**src/rtl/idex_hazard_reg_pkg.sv**
```systemverilog
// Shared pipeline definitions for the ID/EX stage: default widths, ALU op
// encodings, the register-0 constant and the packed ID/EX control bundle.
package idex_hazard_reg_pkg;

  localparam int DATA_W_DEF  = 32;
  localparam int REG_W_DEF   = 5;
  localparam int ALUOP_W_DEF = 4;

  // Register $zero: a load targeting it never creates a real dependency
  localparam int unsigned REG_ZERO = 0;

  typedef enum logic [ALUOP_W_DEF-1:0] {
    ALU_ADD = 4'd0,
    ALU_SUB = 4'd1,
    ALU_AND = 4'd2,
    ALU_OR  = 4'd3,
    ALU_XOR = 4'd4,
    ALU_NOR = 4'd5,
    ALU_SLT = 4'd6,
    ALU_SLL = 4'd7,
    ALU_SRL = 4'd8,
    ALU_SRA = 4'd9,
    ALU_LUI = 4'd10
  } aluop_e;

  typedef struct packed {
    logic                   RegWriteEn;
    logic                   MemRead;
    logic                   MemWrite;
    logic                   ALUSrc;
    logic [ALUOP_W_DEF-1:0] ALUop;
  } idex_ctrl_t;

  // Saturating increment used by the optional statistics counters
  function automatic logic [31:0] sat_inc32(input logic [31:0] v);
    return (v == 32'hFFFF_FFFF) ? v : v + 32'd1;
  endfunction

endpackage

```
**src/rtl/idex_hazard_reg_load_use_detect.sv**
```systemverilog
// Combinational load-use comparator: flags when the instruction in EX is a
// load whose nonzero destination is read by the instruction in ID. Shared
// with the dual-issue pairing check.
module load_use_detect
  import idex_hazard_reg_pkg::*;
#(
  parameter int REG_W = REG_W_DEF
) (
  input  logic             valid_ex_i,
  input  logic             memread_ex_i,
  input  logic [REG_W-1:0] dest_ex_i,
  input  logic             valid_id_i,
  input  logic [REG_W-1:0] rs_id_i,
  input  logic [REG_W-1:0] rt_id_i,
  output logic             lu_o
);

  // A hazard needs a live load in EX, a live consumer in ID and a real register match
  always_comb begin
    lu_o = valid_ex_i & memread_ex_i & valid_id_i &
           (dest_ex_i != REG_W'(REG_ZERO)) &
           ((dest_ex_i == rs_id_i) | (dest_ex_i == rt_id_i));
  end

endmodule

```
**src/rtl/idex_hazard_reg.sv**
```systemverilog
// ID/EX pipeline register with load-use bubble insertion, branch flush and
// global hold. The BUBBLE state is the registered bubble itself
// (valid_IDEX=0 with MemRead_IDEX=0), which keeps load-use from recurring
// on the next cycle. Optional stall/flush statistics counters are enabled by
// defining IDEX_STALL_STATS_EN.
module idex_hazard_reg
  import idex_hazard_reg_pkg::*;
#(
  parameter int DATA_W  = DATA_W_DEF,
  parameter int REG_W   = REG_W_DEF,
  parameter int ALUOP_W = ALUOP_W_DEF
) (
  input  logic               clk,
  input  logic               rst,
  input  logic               valid_ID,
  input  logic [REG_W-1:0]   rs_ID,
  input  logic [REG_W-1:0]   rt_ID,
  input  logic [REG_W-1:0]   rd_ID,
  input  logic               RegDst_ID,
  input  logic               RegWriteEn_ID,
  input  logic               MemRead_ID,
  input  logic               MemWrite_ID,
  input  logic               ALUSrc_ID,
  input  logic [ALUOP_W-1:0] ALUop_ID,
  input  logic [DATA_W-1:0]  readData1_ID,
  input  logic [DATA_W-1:0]  readData2_ID,
  input  logic [DATA_W-1:0]  imm_ID,
  input  logic               flush,
  input  logic               hold,
  output logic               valid_IDEX,
  output logic [REG_W-1:0]   rs_IDEX,
  output logic [REG_W-1:0]   rt_IDEX,
  output logic [REG_W-1:0]   writeRegister_IDEX,
  output logic               RegWriteEn_IDEX,
  output logic               MemRead_IDEX,
  output logic               MemWrite_IDEX,
  output logic               ALUSrc_IDEX,
  output logic [ALUOP_W-1:0] ALUop_IDEX,
  output logic [DATA_W-1:0]  readData1_IDEX,
  output logic [DATA_W-1:0]  readData2_IDEX,
  output logic [DATA_W-1:0]  imm_IDEX,
  output logic               stall_ID
`ifdef IDEX_STALL_STATS_EN
  ,
  output logic [31:0]        lu_stall_cnt,
  output logic [31:0]        flush_cnt
`endif
);

  logic               valid_q;
  logic [REG_W-1:0]   rs_q;
  logic [REG_W-1:0]   rt_q;
  logic [REG_W-1:0]   wr_q;
  logic               rwe_q;
  logic               mr_q;
  logic               mw_q;
  logic               alusrc_q;
  logic [ALUOP_W-1:0] aluop_q;
  logic [DATA_W-1:0]  rd1_q;
  logic [DATA_W-1:0]  rd2_q;
  logic [DATA_W-1:0]  imm_q;
  logic               lu;

  load_use_detect #(.REG_W(REG_W)) u_lu (
    .valid_ex_i  (valid_q),
    .memread_ex_i(mr_q),
    .dest_ex_i   (wr_q),
    .valid_id_i  (valid_ID),
    .rs_id_i     (rs_ID),
    .rt_id_i     (rt_ID),
    .lu_o        (lu)
  );

  // Front end freezes on hold, or on a load-use hazard unless a flush kills the consumer
  always_comb begin
    stall_ID = hold | (lu & ~flush);
  end

  // Pipeline register: reset > flush bubble > hold > load-use bubble > load from ID
  always_ff @(posedge clk) begin
    if (rst) begin
      valid_q  <= 1'b0;
      rs_q     <= '0;
      rt_q     <= '0;
      wr_q     <= '0;
      rwe_q    <= 1'b0;
      mr_q     <= 1'b0;
      mw_q     <= 1'b0;
      alusrc_q <= 1'b0;
      aluop_q  <= '0;
      rd1_q    <= '0;
      rd2_q    <= '0;
      imm_q    <= '0;
    end else if (flush || (!hold && lu)) begin
      valid_q <= 1'b0;
      rs_q    <= '0;
      rt_q    <= '0;
      wr_q    <= '0;
      rwe_q   <= 1'b0;
      mr_q    <= 1'b0;
      mw_q    <= 1'b0;
    end else if (!hold) begin
      valid_q  <= valid_ID;
      rs_q     <= rs_ID;
      rt_q     <= rt_ID;
      wr_q     <= RegDst_ID ? rd_ID : rt_ID;
      rwe_q    <= RegWriteEn_ID & valid_ID;
      mr_q     <= MemRead_ID & valid_ID;
      mw_q     <= MemWrite_ID & valid_ID;
      alusrc_q <= ALUSrc_ID;
      aluop_q  <= ALUop_ID;
      rd1_q    <= readData1_ID;
      rd2_q    <= readData2_ID;
      imm_q    <= imm_ID;
    end
  end

  assign valid_IDEX         = valid_q;
  assign rs_IDEX            = rs_q;
  assign rt_IDEX            = rt_q;
  assign writeRegister_IDEX = wr_q;
  assign RegWriteEn_IDEX    = rwe_q;
  assign MemRead_IDEX       = mr_q;
  assign MemWrite_IDEX      = mw_q;
  assign ALUSrc_IDEX        = alusrc_q;
  assign ALUop_IDEX         = aluop_q;
  assign readData1_IDEX     = rd1_q;
  assign readData2_IDEX     = rd2_q;
  assign imm_IDEX           = imm_q;

`ifdef IDEX_STALL_STATS_EN
  logic [31:0] lu_cnt_q;
  logic [31:0] flush_cnt_q;

  // Saturating event counters: real load-use stalls and flush edges
  always_ff @(posedge clk) begin
    if (rst) begin
      lu_cnt_q    <= '0;
      flush_cnt_q <= '0;
    end else begin
      if (lu && !flush && !hold) lu_cnt_q <= sat_inc32(lu_cnt_q);
      if (flush) flush_cnt_q <= sat_inc32(flush_cnt_q);
    end
  end

  assign lu_stall_cnt = lu_cnt_q;
  assign flush_cnt    = flush_cnt_q;
`endif

endmodule

```
**config.mk**
```make
export PLATFORM = sky130hd
export DESIGN_NAME = idex_hazard_reg
export DESIGN_NICKNAME = d
export VERILOG_FILES = /design/src/rtl/idex_hazard_reg_pkg.sv /design/src/rtl/idex_hazard_reg_load_use_detect.sv /design/src/rtl/idex_hazard_reg.sv
export SDC_FILE = /design/constraint.sdc
export NUM_CORES = 1
export LEC_CHECK = 0
export BUFFER_PORTS_ARGS = -buffer_cell sky130_fd_sc_hd__buf_2
export CORE_ASPECT_RATIO = 2
export CORE_MARGIN = 2
export CORE_UTILIZATION = 31
export DETAILED_ROUTE_END_ITERATION = 8
export SYNTH_ARGS = -nofsm -noshare
export SYNTH_HDL_FRONTEND = slang
export SYNTH_SLANG_ARGS = --single-unit
export TNS_END_PERCENT = 30
```
**constraint.sdc**
```tcl
create_clock -name clk -period 2.4 [get_ports clk]
set_input_delay 0.24 -clock clk [delete_from_list [all_inputs] [get_ports clk]]
set_output_delay 0.24 -clock clk [all_outputs]
set_load 0.02 [all_outputs]
```
Word level (Yosys, flattened, before mapping)
Index checks and enable logic that the tools add are counted.
{"block": "op_classes", "reduce_logical": 6, "muxes": 1, "eq_ne": 2, "bitwise": 13}
{"cell": "== test 5 bit", "n": 2}
{"cell": "bitwise AND 1 bit", "n": 8}
{"cell": "2-to-1 mux 5 bit", "n": 1}
{"cell": "nonzero test 5 bit", "n": 1}
{"cell": "inverter 1 bit", "n": 3}
{"cell": "bitwise OR 1 bit", "n": 2}
{"cell": "AND reduction 2 bit", "n": 1}
{"cell": "OR reduction 2 bit", "n": 1}
{"cell": "logical AND 1 bit", "n": 1}
{"cell": "logical NOT 1 bit", "n": 1}
{"cell": "logical OR 1 bit", "n": 1}
{"block": "totals", "wordCells": 34, "regBits": 120, "in_bits": 125, "output_inout_bits": 121}

Logic depth before layout (Yosys ltp)
{"block": "logic_depth", "ltp_word": 8, "mapped_depth": 7, "mapped_depth_nobuf": 5}

Cells and area by module
A second synthesis with hierarchy kept.
{"block": "hier_totals", "hier_cells": 533, "hier_area_um2": 4448.0}
{"mod": "idex_hazard_reg", "cells_per_inst": 516, "area_each_um2": 4319.1, "n_inst": 1, "seq_area_each_um2": 2402.3}
{"mod": "load_use_detect", "cells_per_inst": 17, "area_each_um2": 128.9, "n_inst": 1, "seq_area_each_um2": 0.0}

Worst setup path after synthesis
No wires, ideal clock.
{"block": "synth_timing", "kind": "flip-flop to output port", "start": "reg wr_q[0], in the netlist writeRegister_IDEX[0]", "end": "out stall_ID", "setup_slack_ps": 353, "path_buffers": 2, "stages_incl_launch_ff": 7, "t_arrival_ps": 1807, "t_required_ps": 2160, "cell_sequence": "dfxtp_1 > xnor2_1 > nand3_1 > o22ai_1 > buf_2 > buf_2 > a31o_2"}
{"block": "synth_via", "elab_chain_len": 5, "elab_cells_between_ends": 8, "cone_classes": "eq/ne: 2; bitwise: 5; reduce/logical: 1"}
{"item": "start, declared", "line_no": "idex_hazard_reg.sv:53", "text": "logic [REG_W-1:0] wr_q;"}
{"item": "start signal, assigned", "line_no": "idex_hazard_reg.sv:106", "text": "wr_q <= RegDst_ID ? rd_ID : rt_ID;"}
{"item": "== test 5 bit / nonzero test 5 bit (equally long branches)", "line_no": "idex_hazard_reg_load_use_detect.sv:22, idex_hazard_reg_load_use_detect.sv:21"}
{"item": "bitwise OR 1 bit / bitwise AND 1 bit (equally long branches)", "line_no": "idex_hazard_reg_load_use_detect.sv:22, idex_hazard_reg_load_use_detect.sv:20"}
{"item": "bitwise AND 1 bit *", "line_no": "idex_hazard_reg_load_use_detect.sv:21", "text": "(dest_ex_i != REG_W'(REG_ZERO)) &"}
{"item": "bitwise AND 1 bit *", "line_no": "idex_hazard_reg.sv:76", "text": "stall_ID = hold | (lu & ~flush);"}
{"item": "bitwise OR 1 bit *", "line_no": "idex_hazard_reg.sv:76"}
{"item": "end, declared", "line_no": "idex_hazard_reg.sv:42", "text": "output logic stall_ID"}
Every way passes the cells marked *; elsewhere a longest branch is shown, timed or not.

Final worst setup path
{"block": "layout_timing", "start": "reg wr_q[1], in the netlist writeRegister_IDEX[1]", "end": "out stall_ID"}
Same word-level chain as after synthesis.

==> out/metrics.cfg <==
[sta]
relSlewSlack_pct=50.6
tns_ns=0
clock_skew_ns=0.0102
rsz0062_at_grt=no
fin_crit_sh_pct=93.6
hold_viol=0
fmax_mhz=445
finalCriticalPeriod_ns=2.25
tightest_slew_ns=0.741
drv_slew=0
layout_setup_ws_ns=0.155
setup_viol=0

[clocking]
clkLatencyLatePin_ns=0.43
cts-htree-levels=4
clock-root-buffer=clkbuf_16
cts_tree=yes
cts_buffer_depth=2
clock-sinks=120
path_clk_slew_ns=0.06
numCtsBuffers=17

[detailed_routing]
via_count=6877
drt_first_pass_iters=4
routed_via_density=5.46
wirelength_um=23600
wire_per_inst_um=18.7
postRouteAntennaNets=0
drc=0
drtIter0Drc=380

[critical_path]
cp.required_ns=2.16
critPathLaunchType=flop
critPathCaptureType=output port
reg2reg_depth=7
arrival_ns=2.01
path_max_fanout=5
path_class=reg2out

[pwr]
switchingPower_w=0.00167
power_density_nw_per_um2=653
pwr-share-clk_pct=44.6
seq_power_share_pct=38.3
p_leak_nw=4.32
p_sw_share_pct=28.1
combPwrFrac_pct=17.1
internal_power_w=0.00426
vdd_drop_max_uv=365

[placement]
gp_congestion=0.841
pre_cts_ws_ns=0.260
io_buffers=245
hpwl_um=15100

[floorplan]
design.core.area_um2=22100
start_util_pct=31.4
die-area_um2=23600
rows=77
die_h_um=215
io_pins=246
die_x_um=110

[logic_synthesis]
ys_types=26
synthCells=769
syn_nets=894
yosys_warnings=0
ys_ff_latch=120
synth_area_um2=6930
syn_avg_cell_area_um2=9.01
yosysSeqAreaShare_pct=34.7

[worst_hold_path]
holdCritPathClass=in2reg
min_path_cells=2

[global_route]
grt_usage_pct=19.7
grt_overflow=0
antenna_found_initial=2
grt_pass1_wl_um=35700
grt_max_degree=117
grt_pass1_vias=6468

[layout]
mostFrequentLayoutCells=244 x buf_2, 119 x dfxtp_1, 104 x nand2_1
area_growth_pct=31.0
layout_commonest_cell=buf_2
layout-drive-gt1-share_pct=31.7
nFillCells=2227
nets=1093

[run]
max_cap_violations=0

[run_status]
status=completed

==> state kept, by name (all words and copies together) (netlist names), 4 cells and up <==
name                flops
writeRegister_IDEX      5
readData1_IDEX         32
rt_IDEX                 5
ALUop_IDEX              4
rs_IDEX                 5
imm_IDEX               32
readData2_IDEX         32
==> final cells by class <==
type,instances,area [um^2],share of cell area (%)
diodes,3,7.51,0.0828
clock inverters,8,120,1.32
flip-flops and latches,120,2410,26.5
inverters,2,10.0,0.110
clock buffers,23,478,5.27
well taps,276,345,3.81
repair buffers,270,1580,17.4
multi-input cells,557,4130,45.5
==> metrics by stage <==
| step | instances | area, um^2 | hold slack (ns) | utilization (%) | power (W) |
|---|---|---|---|---|---|
| 6_report | 1259 | 9070 | 0.0635 | 41.1 | 0.00593 |
| 5_1_grt | 1258 | 9070 | 0.0458 | 41.1 | 0.00620 |
| 4_1_cts | 1255 | 9040 | 0.0312 | 41.0 | 0.00602 |
| 3_5_place_dp | 1218 | 8380 | 0.454 | 38.0 | 0.00332 |
| 3_3_place_gp | 1218 | 8380 | 0.452 | 38.0 | 0.00330 |
| 2_1_floorplan | 769 | 6930 | 0.366 | - | 0.00290 |
==> routing by layer <==
layer	routed length (um)	global-route usage, %
met1	9010	21.0
met2	12700	35.1
met3	1060	5.44
met4	761	8.69
met5	0	0
==> final timing paths <==
kind | start | endpoint | slack (ns)
worst min-delay path | rs_ID[3] | rs_IDEX[3] | 0.06
worst max register to register | writeRegister_IDEX[1] | readData1_IDEX[0] | 0.26
worst min register to register | rt_IDEX[1] | rt_IDEX[1] | 0.46
worst max-delay path | writeRegister_IDEX[1] | stall_ID | 0.15
==> kinds of logic after synthesis <==
kind of cell           Yosys count  synth area share [%]
AO/OA/AOI/OAI                  126                  15.9
XOR/XNOR                        10                  1.26
buffers and inverters           94                  6.40
flip-flops                     120                  34.7
multiplexers                   106                  15.4
AND/OR/NAND/NOR                313                  26.3
==> power groups by stage <==
stage	clock network, W	logic (W)	registers [W]
floorplan	0	0.000417	0.00248
global placement	0	0.00100	0.00230
detailed placement	0	0.00101	0.00231
CTS	0.00273	0.00102	0.00227
global route	0.00282	0.00109	0.00229
finish	0.00265	0.00101	0.00227
==> cell usage after synthesis <==
| master | number | area (um^2) |
|---|---|---|
| a21boi_2 | 1 | 11.3 |
| o21ai_0 | 1 | 5.00 |
| a31o_2 | 1 | 8.76 |
| nor2_1 | 1 | 3.75 |
| o21a_4 | 1 | 15.0 |
| nor3b_1 | 101 | 758 |
| inv_1 | 2 | 7.51 |
| xnor2_1 | 10 | 87.6 |
| clkbuf_1 | 61 | 229 |
| buf_4 | 1 | 7.51 |
| a22o_1 | 18 | 158 |
| dfxtp_1 | 120 | 2400 |
| buf_6 | 8 | 90.1 |
| buf_2 | 21 | 105 |
| mux2i_1 | 101 | 1010 |
| mux2_2 | 5 | 56.3 |
| a32oi_1 | 101 | 885 |
| and3_1 | 103 | 644 |
| nand3_1 | 2 | 10.0 |
| o22ai_1 | 1 | 6.26 |
| a21oi_1 | 1 | 5.00 |
| or4_4 | 1 | 11.3 |
| or2_2 | 1 | 6.26 |
| buf_1 | 1 | 3.75 |
| a21o_1 | 1 | 7.51 |
| nand2_1 | 104 | 390 |
==> critical path, cell delays in order, from the launching register on <==
cell and delay, ns:
dfxtp_1 0.35, or4_4 0.60, o21a_4 0.23, a31o_2 0.23, buf_2 0.16
==> repair_timing <==
| action | 4_1_cts | 5_1_grt |
|---|---|---|
| hold buffers | 3 | 0 |
| endpoints found under the setup margin | 1 | 1 |
| setup buffers | 1 | 0 |
| resized for setup | 1 | 1 |
| pin swaps | 0 | 1 |
| hold endpoints to repair | 3 | 0 |
| cloned | 2 | 1 |
Power figures use the tool's default switching activity.
